$ cat src/rtl/spi_log_pkg.sv
// spi_log_pkg -- shared definitions for the SPI log FIFO.
//   MARKER_DEFAULT : default escape / record lead byte
//   FRAME_CODE     : record code written at the end of an SPI transaction
//   DROP_MAX       : saturation value of the dropped-byte counter
//   ESC_CODE       : second byte of an escaped literal MARKER
//   enc_state_t    : UART-side encoder states
//   log_entry_t    : 9-bit FIFO entry (record flag + byte/code)
package spi_log_pkg;

    localparam logic [7:0] MARKER_DEFAULT = 8'hFF;
    localparam logic [7:0] FRAME_CODE     = 8'h80;
    localparam logic [6:0] DROP_MAX       = 7'd127;
    localparam logic [7:0] ESC_CODE       = 8'h00;

    typedef enum logic [1:0] {
        IDLE  = 2'd0,
        FETCH = 2'd1,
        BYTE1 = 2'd2,
        BYTE2 = 2'd3
    } enc_state_t;

    typedef struct packed {
        logic       is_rec;  // 1: record, code holds the record code
        logic [7:0] code;    // log byte or record code
    } log_entry_t;

    // An entry needs a two-byte UART sequence when it is a record or a
    // literal byte that collides with the lead byte.
    function automatic logic needs_pair(input log_entry_t e, input logic [7:0] marker);
        return e.is_rec || (e.code == marker);
    endfunction

endpackage

$ cat src/rtl/spi_log_ram.sv
// spi_log_ram -- simple dual-port DEPTH x 9 storage with synchronous read,
// written so that it maps onto a block RAM. Contents are never reset.
//   clk       : clock
//   wr_en     : write strobe, wr_addr / wr_data valid
//   rd_en     : read strobe, rd_data_q is updated on the next edge
//   rd_data_q : registered read data
module spi_log_ram
    import spi_log_pkg::*;
#(
    parameter int DEPTH = 256,
    parameter int AW    = $clog2(DEPTH)
) (
    input  logic          clk,
    input  logic          wr_en,
    input  logic [AW-1:0] wr_addr,
    input  log_entry_t    wr_data,
    input  logic          rd_en,
    input  logic [AW-1:0] rd_addr,
    output log_entry_t    rd_data_q
);

    log_entry_t mem [DEPTH];

    // Write port.
    always_ff @(posedge clk) begin
        if (wr_en) begin
            mem[wr_addr] <= wr_data;
        end
    end

    // Registered read port.
    always_ff @(posedge clk) begin
        if (rd_en) begin
            rd_data_q <= mem[rd_addr];
        end
    end

endmodule

$ cat src/rtl/spi_log_fifo.sv
// spi_log_fifo -- buffers SPI log bytes and forwards them to a UART with
// MARKER escaping, drop-count records and (optionally) end-of-frame records.
//   clk, reset           : clock, asynchronous active-low reset
//   log_strobe, log_val  : incoming log byte
//   spi_active           : SPI transaction in progress (frame records only)
//   txd_ready            : UART can take a byte this cycle
//   txd_strobe, txd_data : byte to the UART
//   fill_level           : occupied FIFO entries
//   overflow             : sticky, set on the first dropped byte
// Optional feature: define SPI_LOG_FRAME_EN to emit a frame record
// (MARKER, 8'h80) after each falling edge of spi_active.
module spi_log_fifo
    import spi_log_pkg::*;
#(
    parameter int         DEPTH  = 256,
    parameter logic [7:0] MARKER = MARKER_DEFAULT
) (
    input  logic                     clk,
    input  logic                     reset,
    input  logic                     log_strobe,
    input  logic [7:0]               log_val,
    input  logic                     spi_active,
    input  logic                     txd_ready,
    output logic                     txd_strobe,
    output logic [7:0]               txd_data,
    output logic [$clog2(DEPTH):0]   fill_level,
    output logic                     overflow
);

    localparam int          AW       = $clog2(DEPTH);
    localparam logic [AW:0] FULL_LVL = (AW+1)'(DEPTH);

    logic [AW-1:0] wr_ptr_q, wr_ptr_d, rd_ptr_q, rd_ptr_d;
    logic [AW:0]   fill_q, fill_d;
    logic [6:0]    drop_cnt_q, drop_cnt_d, drop_base;
    logic          overflow_q, overflow_d;
    enc_state_t    state_q, state_d;
    log_entry_t    hold_q, hold_d, wr_entry, rd_data_q;
    logic [7:0]    txd_data_q, txd_data_d;
    logic          full, wr_drop, wr_frame, wr_log, log_lost, push, pop, rd_en;

`ifdef SPI_LOG_FRAME_EN
    logic spi_prev_q, spi_prev_d, frame_pending_q, frame_pending_d;
`else
    logic unused_spi_active;
    assign unused_spi_active = spi_active;
`endif

    spi_log_ram #(.DEPTH(DEPTH), .AW(AW)) u_ram (
        .clk       (clk),
        .wr_en     (push),
        .wr_addr   (wr_ptr_q),
        .wr_data   (wr_entry),
        .rd_en     (rd_en),
        .rd_addr   (rd_ptr_q),
        .rd_data_q (rd_data_q)
    );

    // Write arbitration, drop accounting and frame tracking.
    always_comb begin
        full     = (fill_q == FULL_LVL);
        wr_drop  = (drop_cnt_q != 7'd0) && !full;
`ifdef SPI_LOG_FRAME_EN
        wr_frame = frame_pending_q && !full && !wr_drop;
        spi_prev_d = spi_active;
        // Edges arriving while a record is still pending merge into it.
        frame_pending_d = (frame_pending_q && !wr_frame) || (spi_prev_q && !spi_active);
`else
        wr_frame = 1'b0;
`endif
        wr_log   = log_strobe && !full && !wr_drop && !wr_frame;
        log_lost = log_strobe && !wr_log;
        push     = wr_drop || wr_frame || wr_log;

        if (wr_drop) begin
            wr_entry = '{is_rec: 1'b1, code: {1'b0, drop_cnt_q}};
        end else if (wr_frame) begin
            wr_entry = '{is_rec: 1'b1, code: FRAME_CODE};
        end else begin
            wr_entry = '{is_rec: 1'b0, code: log_val};
        end

        // A byte lost in the same cycle the record goes out starts a new count.
        drop_base = wr_drop ? 7'd0 : drop_cnt_q;
        if (log_lost) begin
            if (drop_base == DROP_MAX) begin
                drop_cnt_d = DROP_MAX;
            end else begin
                drop_cnt_d = drop_base + 7'd1;
            end
        end else begin
            drop_cnt_d = drop_base;
        end
        overflow_d = overflow_q || log_lost;
    end

    // Pointer and occupancy update; a pop only frees its slot next cycle.
    always_comb begin
        wr_ptr_d = push ? (wr_ptr_q + AW'(1)) : wr_ptr_q;
        rd_ptr_d = pop  ? (rd_ptr_q + AW'(1)) : rd_ptr_q;
        case ({push, pop})
            2'b10:   fill_d = fill_q + (AW+1)'(1);
            2'b01:   fill_d = fill_q - (AW+1)'(1);
            default: fill_d = fill_q;
        endcase
    end

    // Encoder: the entry stays counted in the FIFO until its last byte is sent.
    always_comb begin
        state_d    = state_q;
        hold_d     = hold_q;
        txd_data_d = txd_data_q;
        rd_en      = 1'b0;
        pop        = 1'b0;
        txd_strobe = 1'b0;
        case (state_q)
            IDLE: begin
                if (fill_q != '0) begin
                    rd_en   = 1'b1;
                    state_d = FETCH;
                end else begin
                    state_d = IDLE;
                end
            end
            FETCH: begin
                hold_d     = rd_data_q;
                txd_data_d = needs_pair(rd_data_q, MARKER) ? MARKER : rd_data_q.code;
                state_d    = BYTE1;
            end
            BYTE1: begin
                if (txd_ready) begin
                    txd_strobe = 1'b1;
                    if (needs_pair(hold_q, MARKER)) begin
                        txd_data_d = hold_q.is_rec ? hold_q.code : ESC_CODE;
                        state_d    = BYTE2;
                    end else begin
                        pop     = 1'b1;
                        state_d = IDLE;
                    end
                end else begin
                    state_d = BYTE1;
                end
            end
            BYTE2: begin
                if (txd_ready) begin
                    txd_strobe = 1'b1;
                    pop        = 1'b1;
                    state_d    = IDLE;
                end else begin
                    state_d = BYTE2;
                end
            end
            default: state_d = IDLE;
        endcase
    end

    // State registers.
    always_ff @(posedge clk or negedge reset) begin
        if (!reset) begin
            wr_ptr_q        <= '0;
            rd_ptr_q        <= '0;
            fill_q          <= '0;
            drop_cnt_q      <= 7'd0;
            overflow_q      <= 1'b0;
            state_q         <= IDLE;
            hold_q          <= '0;
            txd_data_q      <= 8'h00;
`ifdef SPI_LOG_FRAME_EN
            spi_prev_q      <= 1'b0;
            frame_pending_q <= 1'b0;
`endif
        end else begin
            wr_ptr_q        <= wr_ptr_d;
            rd_ptr_q        <= rd_ptr_d;
            fill_q          <= fill_d;
            drop_cnt_q      <= drop_cnt_d;
            overflow_q      <= overflow_d;
            state_q         <= state_d;
            hold_q          <= hold_d;
            txd_data_q      <= txd_data_d;
`ifdef SPI_LOG_FRAME_EN
            spi_prev_q      <= spi_prev_d;
            frame_pending_q <= frame_pending_d;
`endif
        end
    end

    assign txd_data   = txd_data_q;
    assign fill_level = fill_q;
    assign overflow   = overflow_q;

endmodule

$ cat config.mk
export PLATFORM = sky130hd
export DESIGN_NAME = spi_log_fifo
export DESIGN_NICKNAME = d
export VERILOG_FILES = /design/src/rtl/spi_log_pkg.sv /design/src/rtl/spi_log_ram.sv /design/src/rtl/spi_log_fifo.sv
export SDC_FILE = /design/constraint.sdc
export NUM_CORES = 2
export LEC_CHECK = 0
export ABC_AREA = 1
export CORE_MARGIN = 3
export CORE_UTILIZATION = 35
export CTS_BUF_LIST = sky130_fd_sc_hd__clkbuf_2
export CTS_CLUSTER_SIZE = 14
export DETAILED_ROUTE_END_ITERATION = 10
export GPL_TIMING_DRIVEN = 0
export PLACE_DENSITY_LB_ADDON = 0.12
export SYNTH_ARGS = -nofsm -noshare
export SYNTH_HDL_FRONTEND = slang
export SYNTH_SLANG_ARGS = --single-unit
$ cat constraint.sdc
create_clock -name clk -period 24.5 [get_ports clk]
set_input_delay 4.9 -clock clk [delete_from_list [all_inputs] [get_ports clk]]
set_output_delay 4.9 -clock clk [all_outputs]
set_load 0.01 [all_outputs]
==> impl_metrics.csv <==
group,metric,value,unit
power,power-per-cell-area,141,nW/µm²
yosys,syn_area,98900,µm²
power,ir_drop,0.000107,V
drt,vias,78500,
clocking,numCtsBuffers,641,
global_route,grt-ovfl-total,0,
cells_and_area,final_nets,9840,
yosys,synth_largest_area_cell,"edfxtp_1",
timing,layout_setup_ws,13490,ps
yosys,synthAdderAreaFrac,0.197,%
power,power_frac_seq,32.3,%
yosys,synth_seq_area_share,71.6,%
yosys,synth.top_cells.by_count,"nand2_1, edfxtp_1, nor2_1, nand3_1, o21ai_0",
placed_design,post-place-ws,13480,ps
placed_design,io_buffers,30,
die,core-area,280000,µm²
timing,maxSlewHeadroom,-10.4,%
power,p_sw_share,51.4,%
setup_path,critPathLaunchType,"input pin",
clocking,cts_resized,0,
drt,via_per_inst,5.60,
clocking,cts_buffer_depth,4,
timing,worstMarginPinSlew,1660,ps
global_route,use_met3,9.75,%
setup_path,crit_buf_inv,3,
global_route,grt_pass1_vias,71900,
setup_path,max_stage_delay,550,ps
drt,drc,0,
placed_design,dp_hpwl,375000,µm
power,switchingPower,8.22,mW
global_route,top_usage_layer,"met2",
cells_and_area,drive_above_1_share,15.8,%
setup_path,cp-end-kind,"primary output",
setup_path,r2r-end,"u_ram.rd_data_q[5]$_DFFE_PP_",
timing,finalSetupTns,0,ps
timing,max_freq,0.0909,GHz
hold_path,min_path_type,"flop to flop",
yosys,netlist.area_leader.share,70.3,%
yosys,ys_ff_latch,2365,
status,status,"finished with violations",
drt,wl,518000,µm
die,die_h,537,µm
global_route,grt_max_degree,95,
global_route,grt_usage,35.1,%
timing,fin_crit_sh,44.9,%
setup_path,worst-path-stages,4,
clocking,cts_tree,"done",
yosys,ys_types,34,
yosys,synth_area_per_cell,11.0,µm²
global_route,antenna_found_initial,61,
status,violations,"max-capacitance violations, max-slew violations",
clocking,htree_levels,6,
power,p_int,7.77,mW
cells_and_area,area_growth_syn_to_layout,14.6,%
power,clock_power_share,18.5,%
setup_path,required,19600,ps
setup_path,endpoint,"txd_strobe",
clocking,path_clk_slew,90,ps
timing,fin_skew,287,ps
drt,first_iter_violations,13200,
yosys,yosysMostFrequentCell,"nand2_1",
die,start_util,35.3,%
die,fp.dieW,537,µm
placed_design,place.gp.congestion,0.996,
setup_path,reg2reg_slack,18970,ps
yosys,synthMuxAreaShare,0.0114,%
timing,setup_violations,0,
yosys,async_flop_share,2.20,%
yosys,synth_top_family_by_area,"simple AND/OR/NAND/NOR gates",
setup_path,path_class,"input pin to primary output",
yosys,yosysWarnings,0,
global_route,grt_util_met2,50.5,%
power,combPwrFrac,49.2,%
clocking,post_cts_buffers,0,
setup_path,worstPathCellList,"clkdlybuf4s50_1, nand2_1, inv_1, clkdlybuf4s50_1",
global_route,grtUsageMet1,46.4,%
timing,grt_setup_unrepaired,"false",
setup_path,crit_top_cell,"clkdlybuf4s50_1",
timing,hold_viol_final,0,
yosys,syn-instance-count,8965,
setup_path,critPathLaunch,"txd_ready",
flow_run,drv_cap,16,
drt,post_drt_wl_per_cell,36.9,µm
yosys,synth_xor_area_share,0.168,%
yosys,synth_edf_count,2313,
clocking,worstSkewPairLatency,2320,ps
die,dieArea,289000,µm²
setup_path,reg2reg_depth,12,
setup_path,critPathMaxFanout,3,
setup_path,timing.rr.start,"rd_ptr_q[1]$_DFFE_PN0P_",
drt,detail_route.first_pass.iterations,9,
setup_path,critPathArrivalTime,6110,ps
yosys,synth_nets,8993,
die,ios,32,
power,p_leak,43.1,nW
die,rows,194,
clocking,clock_sinks,2365,
global_route,grt_pass1_wl,668000,µm
yosys,synth_area_leaders,"edfxtp_1, nand2_1, nor2_1",
timing,period_minus_slack,11010,ps
timing,hold_ws,496,ps
setup_path,cpMaxStageDelayCell,"clkdlybuf4s50_1",
timing,maxSlewViolCount,109,
setup_path,cp_top_family,"buffers and inverters",
drt,antenna_left,0,
yosys,synth_ff_type,"edfxtp_1",
clocking,clock_tree.root_cell,"clkbuf_2",
clocking,ctsHoldBuffers,0,
yosys,synthSimpleGateAreaFrac,18.1,%
yosys,synth_compound_area_share,5.29,%
[logic make-up (layout without fill, tap and decap cells)]
family,Yosys count,count (layout)
simple gates,4515,4515
flops,2365,2365
buf+inv,1068,2366
compound gates,982,982
xor+xnor,19,19
fa+ha+maj,15,15
mux,1,1
other cells,0,36
[registers in the layout (all words and copies together) (netlist names), 7 cells and up]
name / cells
hold_q: 9
drop_cnt_q: 7
txd_data: 8
wr_ptr_q: 8
fill_level: 9
u_ram.rd_data_q: 9
u_ram.mem: 2304
rd_ptr_q: 8
[cells in the final DEF, fill, tap and decap left out, types with 7 or more instances in the layout]
cell type / instances
nand2_1: 2326
edfxtp_1: 2313
nor2_1: 1320
clkbuf_2: 971
nand3_1: 696
o21ai_0: 683
inv_1: 536
buf_2: 184
clkbuf_1: 182
nor2_2: 133
a21oi_1: 125
o211ai_1: 112
clkinv_1: 87
buf_4: 84
buf_8: 62
buf_1: 60
buf_12: 55
dfrtp_1: 52
diode_2: 36
buf_16: 33
o21ai_1: 30
clkdlybuf4s50_1: 29
buf_6: 23
nand4_1: 19
xor2_1: 17
a31oi_1: 16
ha_1: 14
bufinv_16: 14
inv_2: 13
clkinvlp_4: 13
or2_2: 9
clkinv_2: 8
o21ai_4: 7
[power by group through the flow]
stage / registers (mW) / logic, mW / clock network, mW
2_1_floorplan: 5.62 / 2.97 / 0
3_3_place_gp: 6.31 / 7.13 / 0
3_5_place_dp: 5.25 / 7.51 / 0
4_1_cts: 5.16 / 7.53 / 2.97
5_1_grt: 5.17 / 7.89 / 3.18
6_report: 5.16 / 7.86 / 2.96
[per-stage QoR]
step / instance area, µm² / std cells / util (%) / power [mW]
floorplan: 98900 / 8965 / - / 8.59
global placement: 104000 / 12700 / 37.1 / 13.4
detailed placement: 107000 / 12900 / 38.3 / 12.8
CTS: 113000 / 14000 / 40.4 / 15.7
global route: 113000 / 14000 / 40.4 / 16.2
finish: 113000 / 14000 / 40.5 / 16.0
[worst min-delay path by stage]
stage / startpoint / end / slack (ps) / depth (start not counted)
2_1_floorplan: hold_q[2]$_DFFE_PN0P_ / hold_q[2]$_DFFE_PN0P_ / 460 / 2
3_3_place_gp: overflow$_DFF_PN0_ / overflow$_DFF_PN0_ / 460 / 1
3_5_place_dp: overflow$_DFF_PN0_ / overflow$_DFF_PN0_ / 480 / 1
4_1_cts: overflow$_DFF_PN0_ / overflow$_DFF_PN0_ / 500 / 1
5_1_grt: overflow$_DFF_PN0_ / overflow$_DFF_PN0_ / 510 / 1
6_report: overflow$_DFF_PN0_ / overflow$_DFF_PN0_ / 500 / 1
[per-layer routing]
metal / share of wire (%) / vias up
li1: - / 32500
met1: 38 / 38900
met2: 42 / 5820
met3: 12 / 1217
met4: 7.6 / 22
met5: 0.028 / -
[layout make-up]
cell class                 count  area [µm²]
fill                       27500      167000
sequential                  2365       70800
multi-input combinational   5532       24000
clock buffer                 955        4780
tap                         3724        4660
timing repair buffer         204        3470
buffer                       524        2560
inverter                     544        2050
clock inverter               139        1000
antenna                       36        90.1
(Power assumes the default switching activity.)
